**src/rtl/seq_divider.sv**
```systemverilog
// seq_divider: multi-cycle restoring divider, one quotient bit per clock.
// A = Q*B + R. start/busy/done handshake; div_by_zero flags a zero divisor.
// Optional two's-complement operation when SEQ_DIVIDER_SIGNED_EN is defined
// (truncation toward zero, remainder takes the dividend's sign).
module seq_divider #(
  parameter int WIDTH = 4
) (
  input  logic             clk,
  input  logic             rst,
  input  logic             start,
  input  logic [WIDTH-1:0] A,
  input  logic [WIDTH-1:0] B,
  output logic [WIDTH-1:0] Q,
  output logic [WIDTH-1:0] R,
  output logic             busy,
  output logic             done,
  output logic             div_by_zero
);

  localparam int CW = $clog2(WIDTH + 1);
  localparam logic [CW-1:0]    LAST_STEP = CW'(WIDTH - 1);
  localparam logic [WIDTH-1:0] ONE       = WIDTH'(1);

  typedef enum logic [1:0] {
    S_IDLE = 2'd0,
    S_RUN  = 2'd1,
    S_DONE = 2'd2
  } state_t;

  state_t           state_q;
  logic [WIDTH-1:0] dvd_q;     // dividend, shifted out MSB-first
  logic [WIDTH-1:0] dvs_q;     // divisor
  logic [WIDTH:0]   rem_q;     // partial remainder, one guard bit
  logic [WIDTH-1:0] quo_q;     // quotient being assembled
  logic [CW-1:0]    cnt_q;     // completed steps
  logic [WIDTH-1:0] q_q, r_q;
  logic             busy_q, done_q, dbz_q;
`ifdef SEQ_DIVIDER_SIGNED_EN
  logic             neg_q_q;   // quotient must be negated
  logic             neg_r_q;   // remainder must be negated
`endif

  logic [WIDTH:0]   rem_shift;
  logic [WIDTH+1:0] diff;
  logic             borrow;
  logic [WIDTH:0]   rem_d;
  logic [WIDTH-1:0] quo_d;
  logic [WIDTH-1:0] a_mag, b_mag;
  logic [WIDTH-1:0] q_fin, r_fin;
  logic             accept;

  // One shift-subtract step plus operand/result sign conditioning.
  // NOTE: every signal here is assigned on every path, so no latch is inferred.
  always_comb begin
    rem_shift = {rem_q[WIDTH-1:0], dvd_q[WIDTH-1]};
    // Extra top bit turns the subtractor borrow into the compare result.
    diff      = {1'b0, rem_shift} - {2'b00, dvs_q};
    borrow    = diff[WIDTH+1];
    rem_d     = borrow ? rem_shift : diff[WIDTH:0];
    quo_d     = {quo_q[WIDTH-2:0], ~borrow};
    accept    = start && (state_q != S_RUN);
`ifdef SEQ_DIVIDER_SIGNED_EN
    a_mag = A[WIDTH-1] ? (~A + ONE) : A;
    b_mag = B[WIDTH-1] ? (~B + ONE) : B;
    q_fin = neg_q_q ? (~quo_d + ONE) : quo_d;
    r_fin = neg_r_q ? (~rem_d[WIDTH-1:0] + ONE) : rem_d[WIDTH-1:0];
`else
    a_mag = A;
    b_mag = B;
    q_fin = quo_d;
    r_fin = rem_d[WIDTH-1:0];
`endif
  end

  // Control FSM and datapath registers; synchronous reset has priority.
  // NOTE: sequential state uses non-blocking assignments so all registers
  // update together from the pre-edge values.
  always_ff @(posedge clk) begin
    if (rst) begin
      state_q <= S_IDLE;
      dvd_q   <= '0;
      dvs_q   <= '0;
      rem_q   <= '0;
      quo_q   <= '0;
      cnt_q   <= '0;
      q_q     <= '0;
      r_q     <= '0;
      busy_q  <= 1'b0;
      done_q  <= 1'b0;
      dbz_q   <= 1'b0;
`ifdef SEQ_DIVIDER_SIGNED_EN
      neg_q_q <= 1'b0;
      neg_r_q <= 1'b0;
`endif
    end else begin
      case (state_q)
        S_IDLE, S_DONE: begin
          done_q  <= 1'b0;
          state_q <= S_IDLE;
          if (accept) begin
            dvd_q <= a_mag;
            dvs_q <= b_mag;
            rem_q <= '0;
            quo_q <= '0;
            cnt_q <= '0;
            dbz_q <= 1'b0;
`ifdef SEQ_DIVIDER_SIGNED_EN
            neg_q_q <= A[WIDTH-1] ^ B[WIDTH-1];
            neg_r_q <= A[WIDTH-1];
`endif
            if (B == '0) begin
              state_q <= S_DONE;
              done_q  <= 1'b1;
              q_q     <= '1;
              r_q     <= A;
              dbz_q   <= 1'b1;
            end else begin
              state_q <= S_RUN;
              busy_q  <= 1'b1;
            end
          end
        end
        S_RUN: begin
          rem_q <= rem_d;
          quo_q <= quo_d;
          dvd_q <= {dvd_q[WIDTH-2:0], 1'b0};
          cnt_q <= cnt_q + 1'b1;
          if (cnt_q == LAST_STEP) begin
            q_q     <= q_fin;
            r_q     <= r_fin;
            state_q <= S_DONE;
            busy_q  <= 1'b0;
            done_q  <= 1'b1;
          end
        end
        default: begin
          state_q <= S_IDLE;
          busy_q  <= 1'b0;
          done_q  <= 1'b0;
        end
      endcase
    end
  end

  assign Q           = q_q;
  assign R           = r_q;
  assign busy        = busy_q;
  assign done        = done_q;
  assign div_by_zero = dbz_q;

endmodule

```
**config.mk**
```make
export PLATFORM = sky130hd
export DESIGN_NAME = seq_divider
export DESIGN_NICKNAME = d
export VERILOG_FILES = /design/src/rtl/seq_divider.sv
export SDC_FILE = /design/constraint.sdc
export NUM_CORES = 1
export LEC_CHECK = 0
export CAP_MARGIN = 20
export CORE_UTILIZATION = 50
export CTS_CLUSTER_DIAMETER = 120
export DETAILED_ROUTE_END_ITERATION = 6
export PLACE_DENSITY = 0.85
export SLEW_MARGIN = 20
export SYNTH_ARGS = -nofsm -noshare
export SYNTH_HDL_FRONTEND = slang
export SYNTH_SLANG_ARGS = --single-unit
```
**constraint.sdc**
```tcl
create_clock -name clk -period 2.1 [get_ports clk]
set_input_delay 0.315 -clock clk [delete_from_list [all_inputs] [get_ports clk]]
set_output_delay 0.315 -clock clk [all_outputs]
set_load 0.05 [all_outputs]
```
# Word level (Yosys, flattened, before mapping)
# Cells that the tools add are included.
# totals
ff_bits,31
latch_bits,0
ramBits,0
rom_bits,0
n_memories,0
# classes
n_addsub,2
mul,0
n_div,0
n_lt_le_gt_ge,0
n_eq_ne,8
shifts,0
mux,29
bitwise,1
n_reduce_logical,9
# ops
cell,n
2-to-1 mux 4 bit,9
case mux 4 bit (2 select lines),4
case mux 3 bit (2 select lines),2
"inequality test 2 bit, second input constant",4
2-to-1 mux 1 bit,6
2-to-1 mux 2 bit,3
2-to-1 mux 3 bit,2
subtractor 5 x 4 -> 6 bit,1
logical NOT 4 bit,1
case mux 1 bit (2 select lines),2
case mux 2 bit (2 select lines),1
AND reduction 2 bit,2
AND reduction 4 bit,1
"adder 3 x 1 -> 3 bit, second input constant",1
"== test 3 x 2 -> 1 bit, second input constant",1
AND reduction 3 bit,1
"== test 2 x 1 -> 1 bit, second input constant",1
"== test 2 bit, second input constant",1
logical NOT 2 bit,1
"inequality test 2 x 1 -> 1 bit, second input constant",1
nonzero test 2 bit,1
OR reduction 2 bit,1
logical AND 1 bit,1
inverter 1 bit,1

# Depth between registers and ports, before layout
# logic_depth
word_depth,4
mapped_depth,8

# Worst setup path after synthesis
# OpenSTA, ideal clock, no wires.
# synth_timing
kind,flip-flop to flip-flop
start,register dvs_q[1]
end,"register r_q[3], in the netlist R[3]"
setup_ps,137
arrival_ps,1539
required_time_ps,1963
slack_ps,424
stages_incl_launch_ff,8
synth_period_minus_slack_ps,1676
cell_sequence,dfxtp_1 > inv_1 > ha_1 > nor2b_4 > o21ai_2 > or4b_1 > o2111ai_1 > a311oi_2
# synth_between
elab_chain_len,4
# synth_lines
element,line,source
from (decl),32,logic [WIDTH-1:0] dvs_q;
from (signal assigned),102,dvs_q <= b_mag;
subtractor 5 x 4 -> 6 bit,57,"diff = {1'b0, rem_shift} - {2'b00, dvs_q};"
2-to-1 mux 4 bit,59,rem_d = borrow ? rem_shift : diff[WIDTH:0];
2-to-1 mux 4 bit,128,if (cnt_q == LAST_STEP) begin
case mux 4 bit (2 select lines),96,case (state_q)
to (signal assigned),130,r_q <= r_fin;
to (decl),36,"logic [WIDTH-1:0] q_q, r_q;"
# No other way between the ends. The select of a mux whose other input is x is not followed.
# A chain may end at the register's enable or synchronous reset.

# Worst setup path after layout
# layout_timing
start,register dvs_q[1]
end,"register r_q[0], in the netlist R[0]"
# Same word-level chain as after synthesis.

==> summary.md <==
| Metric | Value |
|---|---|
| I/O pin count | 22 |
| Setup crit start | dvs_q[1] |
| CP Data Required Time | 2.31 ns |
| Num CTS Buffers | 5 |
| Num rows | 18 |
| Vias per cell | 5.51 |
| Startpoint types | flop |
| Most common cell after layout, fill and taps aside | dfxtp_1 |
| Die X | 54.5 um |
| Status | finished clean |
| IO buf count | 21 |
| Area share of the largest cell type after synthesis | between 40% and 50% |
| Power per Cell Area | 775 mW/mm2 |
| Synthesis-to-layout area growth | 21.6% |
| #FFs+latches synth | 30 |
| Final setup viols | 0 |
| CTS tree | built |
| Syn Area/Cell | 8.88 um2 |
| First-iteration detailed-routing DRC count | 19 |
| CP endpoint kind | flop |
| Hold Fails Final Rpt | 0 |
| R2r setup slk | roughly 0.24 ns |
| Setup tns final | 0 ns |
| Mapped Nets | 173 |
| Synthesized netlist cell count | 155 |
| Hold-critical path endpoint | dvd_q[1] |
| P_leak | ~0.63 nW |
| Post-route cell area | 0.00167 mm2 |
| Worst r2r src | dvs_q[1] |
| Sequential-to-total area share from yosys stat | ~44% |
| Largest net degree at the start of global routing | 31 |
| Grt ovf | 0 |
| Largest area contributor in the netlist | dfxtp_1 |
| Routed via count | roughly 1100 |
| Peak supply drop | 0.000560 V |
| Most frequent cells in the layout | 30 x dfxtp_1, 23 x nand2_1, 21 x clkdlybuf4s50_1 |
| WHS Path Cells | 2 |
| Full die area | 0.00297 mm2 |
| Detail Placement HPWL | 2.08 mm |
| Max-slew headroom | about half |
| # diodes | 0 |
| H-tree depth | 2 |
| RR Endpoint | R[0] |
| Drt pass-1 iters | 4 |
| Met2 routed WL | 1.40 mm |
| Placed cell area | 0.00160 mm2 |
| Final antenna-violating net count | 0 |
| Post-cts resize count | 0 |
| First-pass GRT wire length | 4.58 mm |
| Reg clk slew, reported paths | around 0.09 ns |
| Critical-path maximum fanout | 5 |
| Final core occ | 65.8% |
| Crit path kind | reg -> reg |
| Final Cycle Share | 88.7% |
| Fmax achieved | between 500 and 600 MHz |
| Worst-Skew Late Latency | 0.33 ns |
| Total Power | 1.30 mW |
| GPL Wtd Cong | 0.830 |
| Pre-CTS WS | ~0.25 ns |
| Drt drc | 0 |
| Total track usage | 22.2% |
| Final worst slack | roughly 0.24 ns |
| Routed length per instance | 13.4 um |
| Core area | 0.00254 mm2 |
| Antenna violations before repair | 0 |
| Wirelength, routed | 2.79 mm |
| Number of global-route vias before repair | 1091 |
| Syn. warnings | 0 |
| Final non-filler cell total | about 210 |
| Top Metal Used | met4 |
| CTS Hold Buffers Added | 0 |
| Layout cell share with drive strength beyond 1 | 12.9% |
| CTS root buf | clkbuf_4 |
| Slew Limit Fails | 0 |
| Clock Path Buffers | 2 |
| Starting density of the core | 54.1% |
| Crit path arrival time | 2.07 ns |
| Clock Skew | 0.00383 ns |
| RSZ-0062 raised after global routing | false |
| Worst slew pin tran | 0.741 ns |
| Synth unique cells | 36 |
| Dpl cells | 200 |
| Min Tclk post-route | around 1.9 ns |
| Worst min-delay path class | reg -> reg |
| Post-CTS setup repair buffer count | 0 |
| Met3 Wirelength | ~84 um |
| WHS | 0.459 ns |
| FF-to-FF path depth | 7 |
| Largest cells by area after synthesis | dfxtp_1 44%, nand2_1 6.3%, a21oi_1 6.2% |
| Nets | 195 |
| Max cap viols | 0 |
| Chip height | 54.5 um |
| Post-Syn Area | 0.00138 mm2 |
| Filler instances | 204 |
| Hold Path Origin | dvd_q[1] |
| Met1 WL | approximately 1.2 mm |
| Clock sink total | 30 |
## Yosys cell counts
library cell  instances
clkbuf_1              5
o22ai_1               1
a31oi_1               1
nand2_2               2
ha_1                  6
o21ai_1               2
nor3_2                1
buf_2                 2
buf_8                 1
nand2_4               1
o21a_1                1
mux2i_1               2
o31a_1                1
o31ai_2               1
nor2b_4               1
inv_1                 6
nand2b_1              4
nor4_4                1
o211ai_1              2
dfxtp_1              30
and2b_1               1
fa_1                  1
o21ai_2               1
a22oi_1               6
nor2_1               20
a311oi_2              3
nand2_1              23
o2111ai_1             1
a21oi_1              17
o21ai_0               1
xnor2_1               1
a311oi_1              1
or4b_1                1
nor3_1                5
or2_2                 1
and2b_2               1
## registers in the layout, summed over array words and instances (netlist names)
register and cells:
div_by_zero 1, rem_q 4, busy 1, Q 4
R 4, state_q 2, quo_q 3, dvs_q 4
cnt_q 3, dvd_q 4
## worst max path at each step
stage	endpoint	slack (ns)	cells after the start
6_report	R[0]	0.24	7
2_1_floorplan	R[3]	0.42	7
3_3_place_gp	dvd_q[0]	0.32	5
5_1_grt	R[0]	0.1	7
4_1_cts	R[0]	0.23	7
3_5_place_dp	R[1]	0.25	6
## routing by layer
layer,up-vias,GRT usage (%)
met1,543,25.6
met2,24,38.6
li1,573,-
met3,7,5.00
met5,-,0
met4,0,10.3
## where the power goes
part,total (mW),internal [mW],switching (mW)
Combinational,0.252,0.102,0.150
Sequential,0.615,0.596,0.0187
Clock,0.430,0.229,0.202
Total,1.30,0.926,0.371
## area by class of cell
class	count	area, um2	share of cell area, %
clock buffer	8	78.8	4.71
tap	30	37.5	2.24
sequential	30	601	35.9
multi-input combinational	111	709	42.4
inverter	6	22.5	1.35
timing repair buffer	23	225	13.5
## logic make-up (layout without fill, tap and decap cells)
logic type | Yosys count | count (layout) | synth area share, %
adder cells (fa/ha/maj) | 7 | 7 | 6.91
buffers and inverters | 14 | 37 | 4.82
AND/OR/NAND/NOR | 62 | 62 | 22.7
AO/OA/AOI/OAI | 39 | 39 | 19.8
XOR/XNOR | 1 | 1 | 0.636
multiplexers | 2 | 2 | 1.45
flip-flops | 30 | 30 | 43.6
## critical path, stage by stage (launching register included)
cell and delay, ns:
dfxtp_1 0.34, inv_1 0.07, ha_1 0.29, nor2b_4 0.14, o31ai_2 0.23, nand2_1 0.20, o211ai_1 0.32, a311oi_2 0.14
No activity file was read; power rests on OpenSTA's default activity.
